`src/rtl/bcd_chain_counter.sv`:
```
// Cascaded N-digit counter with per-digit modulus, up/down, clear, clamped load and sticky overflow.
// Define BCD_CHAIN_LAP_EN to build the lap-capture register; otherwise lap_q is tied to 0.
module bcd_chain_counter #(
    parameter int unsigned NUM_DIGITS = 6,
    parameter int unsigned DIGIT_W = 4,
    parameter logic [NUM_DIGITS*DIGIT_W-1:0] MAX_VEC = 24'h595999
) (
    input  logic                          clk,
    input  logic                          reset,
    input  logic                          en,
    input  logic                          clr,
    input  logic                          up_dn,
    input  logic                          load,
    input  logic [NUM_DIGITS*DIGIT_W-1:0] load_val,
    input  logic                          lap,
    output logic [NUM_DIGITS*DIGIT_W-1:0] Q,
    output logic [NUM_DIGITS*DIGIT_W-1:0] lap_q,
    output logic [NUM_DIGITS-1:0]         digit_tc,
    output logic                          TC,
    output logic                          ovf
);

    localparam int unsigned W = NUM_DIGITS * DIGIT_W;

    logic [W-1:0]          count_q, count_d;
    logic                  ovf_q, ovf_d;
    logic [NUM_DIGITS-1:0] at_term;
    logic [NUM_DIGITS-1:0] tc_chain;
    logic [NUM_DIGITS-1:0] step;
    logic [W-1:0]          stepped;
    logic [W-1:0]          clamped;

    // Per-digit terminal detect, ripple enable chain, stepped and clamped values.
    always_comb begin
        at_term  = '0;
        tc_chain = '0;
        step     = '0;
        stepped  = '0;
        clamped  = '0;
        for (int i = 0; i < NUM_DIGITS; i++) begin
            if (up_dn) begin
                at_term[i] = (count_q[i*DIGIT_W +: DIGIT_W] == MAX_VEC[i*DIGIT_W +: DIGIT_W]);
            end else begin
                at_term[i] = (count_q[i*DIGIT_W +: DIGIT_W] == '0);
            end
        end
        step[0]     = en;
        tc_chain[0] = en & at_term[0];
        for (int i = 1; i < NUM_DIGITS; i++) begin
            step[i]     = tc_chain[i-1];
            tc_chain[i] = tc_chain[i-1] & at_term[i];
        end
        for (int i = 0; i < NUM_DIGITS; i++) begin
            if (!step[i]) begin
                stepped[i*DIGIT_W +: DIGIT_W] = count_q[i*DIGIT_W +: DIGIT_W];
            end else if (at_term[i]) begin
                // Digit at its terminal wraps to the opposite end of its range.
                stepped[i*DIGIT_W +: DIGIT_W] = up_dn ? '0 : MAX_VEC[i*DIGIT_W +: DIGIT_W];
            end else if (up_dn) begin
                stepped[i*DIGIT_W +: DIGIT_W] = count_q[i*DIGIT_W +: DIGIT_W] + DIGIT_W'(1);
            end else begin
                stepped[i*DIGIT_W +: DIGIT_W] = count_q[i*DIGIT_W +: DIGIT_W] - DIGIT_W'(1);
            end
            if (load_val[i*DIGIT_W +: DIGIT_W] > MAX_VEC[i*DIGIT_W +: DIGIT_W]) begin
                clamped[i*DIGIT_W +: DIGIT_W] = MAX_VEC[i*DIGIT_W +: DIGIT_W];
            end else begin
                clamped[i*DIGIT_W +: DIGIT_W] = load_val[i*DIGIT_W +: DIGIT_W];
            end
        end
    end

    always_comb begin
        count_d = count_q;
        ovf_d   = ovf_q;
        if (clr) begin
            count_d = '0;
            ovf_d   = 1'b0;
        end else if (load) begin
            count_d = clamped;
            ovf_d   = 1'b0;
        end else if (en) begin
            count_d = stepped;
            if (tc_chain[NUM_DIGITS-1]) begin
                ovf_d = 1'b1;
            end
        end
    end

    always_ff @(posedge clk or posedge reset) begin
        if (reset) begin
            count_q <= '0;
            ovf_q   <= 1'b0;
        end else begin
            count_q <= count_d;
            ovf_q   <= ovf_d;
        end
    end

`ifdef BCD_CHAIN_LAP_EN
    logic [W-1:0] lap_reg_q;

    // Captures the pre-update count, regardless of clr/load/en in the same cycle.
    always_ff @(posedge clk or posedge reset) begin
        if (reset) begin
            lap_reg_q <= '0;
        end else if (lap) begin
            lap_reg_q <= count_q;
        end
    end

    assign lap_q = lap_reg_q;
`else
    logic unused_lap;
    assign unused_lap = lap;
    assign lap_q      = '0;
`endif

    assign Q        = count_q;
    assign ovf      = ovf_q;
    assign digit_tc = tc_chain;
    assign TC       = tc_chain[NUM_DIGITS-1];

endmodule

```
`config.mk`:
```
export PLATFORM = sky130hd
export DESIGN_NAME = bcd_chain_counter
export DESIGN_NICKNAME = d
export VERILOG_FILES = /design/src/rtl/bcd_chain_counter.sv
export SDC_FILE = /design/constraint.sdc
export NUM_CORES = 1
export LEC_CHECK = 0
export BUFFER_PORTS_ARGS = -buffer_cell sky130_fd_sc_hd__clkbuf_2
export CAP_MARGIN = 10
export CORE_MARGIN = 8
export CORE_UTILIZATION = 50
export CTS_CLUSTER_SIZE = 16
export DETAILED_ROUTE_END_ITERATION = 10
export PLACE_DENSITY_LB_ADDON = 0.25
export SYNTH_ARGS = -nofsm -noshare
export SYNTH_HDL_FRONTEND = slang
export SYNTH_SLANG_ARGS = --single-unit
```
`constraint.sdc`:
```
create_clock -name clk -period 2.7 [get_ports clk]
set_input_delay 0.27 -clock clk [delete_from_list [all_inputs] [get_ports clk]]
set_output_delay 0.27 -clock clk [all_outputs]
set_load 0.05 [all_outputs]
```
==> impl_metrics.json <==
{
  "worstMarginPinSlew_ps": 708.7,
  "ys.warnings.count": 0,
  "setup_violations": 0,
  "clk_pin_slew_worst_paths_ps": 90,
  "clk_latency_ps": 270,
  "reg2reg_to": "Q[21]$_DFFE_PP0P_",
  "drt_first_iter_violations": 116,
  "power_density_nw_per_um2": 430.8,
  "clock-root-buffer": "clkbuf_8",
  "clk_path_buf_depth": 2,
  "vias": 2260,
  "cts_setup_buffers": 0,
  "via_per_inst": 5.765,
  "cts_made_buffers": 3,
  "cts_resized": 0,
  "relSlewSlack_pct": 52.70,
  "route.detailed.drc": 0,
  "arrival_ps": 2280,
  "clock_skew_ps": 3.814,
  "synth_edf_count": 0,
  "yosysSeqAreaShare_pct": 26.95,
  "path_cells": "or3_4, a211oi_4, nand4_4, clkinvlp_4, nand2_1, inv_1, clkbuf_2",
  "syn_avg_cell_area_um2": 8.533,
  "io_pins": 87,
  "slew_violations": 0,
  "critPathMaxStageDelay_ps": 440,
  "grt.total_usage_pct": 17.90,
  "hold_ws_ps": 76.44,
  "hpwl_mm": 5.001,
  "nNetsFinal": 390,
  "r2r_slack_ps": 490,
  "htreeDepth": 1,
  "overflow": 0,
  "final.min_clock_period_ps": 2555,
  "design_area_um2": 2723,
  "fp.coreArea_um2": 4414,
  "fin_crit_sh_pct": 94.62,
  "initial_core_util_pct": 52.58,
  "max-vdd-ir-drop_mv": 0.2022,
  "core.rowCount": 24,
  "synthFlopType": "dfrtp_1",
  "port_buffers": 61,
  "die-area_um2": 7078,
  "status": "completed",
  "ys_ff_latch": 25,
  "crit_type": "reg -> out",
  "area_growth_syn_to_layout_pct": 17.30,
  "grt_pass1_vias": 2366,
  "cts_num_sinks": 25,
  "p_leak_nw": 1.332,
  "antenna_cells": 0,
  "drive_above_1_share_pct": 25.29,
  "hold_viol": 0,
  "ant_nets": 0,
  "rsz0062_at_grt": "no",
  "gp_congestion": 0.8479,
  "synth_cell_types": 52,
  "endpoint_kind": "output pin",
  "maxCapViolCount": 0,
  "timing.rr.start": "Q[14]$_DFFE_PP0P_",
  "grt_max_degree": 24,
  "netlist_area_um2": 2321,
  "cts_tree": "built",
  "synthArstFlopShare_pct": 100.0,
  "fp.dieH_um": 84.13,
  "grt_antenna_before_repair": 0,
  "cp-start-kind": "register",
  "wirelength_mm": 6.297,
  "dpl_cell_area_um2": 2678,
  "holdBufCountCts": 0,
  "wire_per_inst_um": 16.06,
  "die-width_um": 84.13,
  "syn_inst": 272,
  "setup_tns_ps": 0,
  "grt_pass1_wl_mm": 10.89,
  "critPathMaxFanout": 7,
  "fmax_ghz": 0.3914,
  "power_mw": 1.173,
  "first_pass_iters": 4,
  "rr_worst_depth": 5,
  "hold_class": "in -> async",
  "cp_slowest_cell": "dfrtp_1",
  "worstPathRequired_ps": 2430
}
sequential cells by signal, summed over array words and instances, names as in the netlist:
register,flops
Q,24
ovf,1
cells in the mapped netlist, types with 2 or more instances:
| library cell | number | area share, % |
|---|---|---|
| xor2_1 | 5 | 1.9 |
| a211oi_1 | 7 | 2.3 |
| and3_1 | 4 | 1.1 |
| a2111oi_0 | 2 | 0.75 |
| inv_1 | 17 | 2.7 |
| a221oi_1 | 6 | 2.3 |
| a311oi_1 | 4 | 1.5 |
| o211ai_1 | 3 | 0.97 |
| nand2_1 | 12 | 1.9 |
| nor2_1 | 25 | 4.0 |
| o21ai_0 | 17 | 3.7 |
| nor4_1 | 3 | 0.81 |
| clkbuf_1 | 5 | 0.81 |
| a31oi_1 | 2 | 0.54 |
| a21oi_1 | 18 | 3.9 |
| fa_1 | 6 | 5.2 |
| ha_1 | 12 | 6.5 |
| o21a_1 | 2 | 0.65 |
| a41oi_1 | 2 | 0.75 |
| a21boi_0 | 2 | 0.65 |
| xnor2_1 | 13 | 4.9 |
| buf_4 | 25 | 8.1 |
| dfrtp_1 | 25 | 27 |
| mux2i_1 | 4 | 1.7 |
| or4_1 | 2 | 0.65 |
| nand3_1 | 9 | 1.9 |
| or3_1 | 3 | 0.81 |
| a2bb2oi_1 | 2 | 0.75 |
| nor3_1 | 7 | 1.5 |
| a21o_1 | 6 | 1.9 |
power breakdown:
| part | switching [mW] | total (mW) | internal (mW) |
|---|---|---|---|
| Combinational | 0.343 | 0.503 | 0.160 |
| Clock | 0.130 | 0.236 | 0.106 |
| Sequential | 0.0366 | 0.434 | 0.397 |
| Total | 0.510 | 1.17 | 0.663 |
placed cells by master (no fill, tap or decap), types with 2 or more instances in the layout:
| cell | Yosys | routed |
|---|---|---|
| buf_4 | 25 | 12 |
| a21boi_0 | 2 | 2 |
| a221oi_1 | 6 | 6 |
| and3_1 | 4 | 3 |
| o21ai_0 | 17 | 17 |
| conb_1 | 1 | 24 |
| xor2_1 | 5 | 5 |
| a21o_1 | 6 | 6 |
| nor2_1 | 25 | 25 |
| o21a_1 | 2 | 2 |
| clkbuf_2 | 0 | 61 |
| xnor2_1 | 13 | 13 |
| or4_1 | 2 | 2 |
| a21oi_1 | 18 | 18 |
| nor4_1 | 3 | 3 |
| inv_1 | 17 | 16 |
| mux2i_1 | 4 | 4 |
| a41oi_1 | 2 | 2 |
| nand3_1 | 9 | 9 |
| a2bb2oi_1 | 2 | 2 |
| or3_1 | 3 | 3 |
| nor3_1 | 7 | 7 |
| dfrtp_2 | 0 | 2 |
| a31oi_1 | 2 | 2 |
| o211ai_1 | 3 | 3 |
| a311oi_1 | 4 | 4 |
| a2111oi_0 | 2 | 2 |
| clkbuf_8 | 0 | 3 |
| fa_1 | 6 | 6 |
| dfrtp_1 | 25 | 23 |
| ha_1 | 12 | 12 |
| a211oi_1 | 7 | 7 |
| nand2_1 | 12 | 12 |
per-layer routing:
metal	global-route usage [%]	part of all wire, %	routed length, um	up-vias
met4	4.396	0.30	19	0
met1	22.77	43	2725	1075
met5	0	0	0	-
met2	29.81	49	3091	101
met3	3.961	7.3	462	2
li1	-	-	-	1082
worst max-delay path, delay by kind of cell (launching register included):
| kind | cells | cell delay, ps |
|---|---|---|
| and+or+nand+nor | 3 | 730 |
| DFF | 1 | 440 |
| AOI/OAI and AO/OA | 1 | 310 |
| buffers and inverters | 3 | 530 |
cell families (layout without fill, tap and decap cells):
family	count (synthesis)	count (layout)	synth area share [%]
xor+xnor	18	18	6.792
other cells	1	24	0.1616
simple gates	73	73	15.90
buf+inv	51	96	12.34
mux	4	4	1.725
fa+ha+maj	18	18	11.64
flops	25	25	26.95
compound gates	82	82	24.47
stage by stage:
stage               std cells  setup slack, ps  util, %
detailed placement        388            278.3    60.66
finish                    392            145.3    61.68
global placement          388            345.5    60.66
CTS                       392            134.3    61.68
floorplan                 295            12.53        -
global route              392            17.38    61.68
cell type report:
type                            instances  area (um^2)
Fill cell                             411         1692
Tap cell                               52        65.06
Inverter                               19        88.84
Multi-Input combinational cell        219         1500
Clock buffer                            4        45.04
Sequential cell                        25        628.1
Timing Repair Buffer                   73        395.4
how the worst max path moves through the flow:
stage	startpoint	endpoint	slack [ps]	cells past startpoint
3_3_place_gp	up_dn	digit_tc[5]	350	7
3_5_place_dp	up_dn	TC	280	6
5_1_grt	Q[14]$_DFFE_PP0P_	digit_tc[4]	20	7
6_report	Q[14]$_DFFE_PP0P_	digit_tc[4]	150	7
4_1_cts	Q[14]$_DFFE_PP0P_	digit_tc[4]	130	7
2_1_floorplan	Q[0]$_DFFE_PP0P_	digit_tc[5]	10	7
Note: power is estimated with default switching activity, not from simulation.
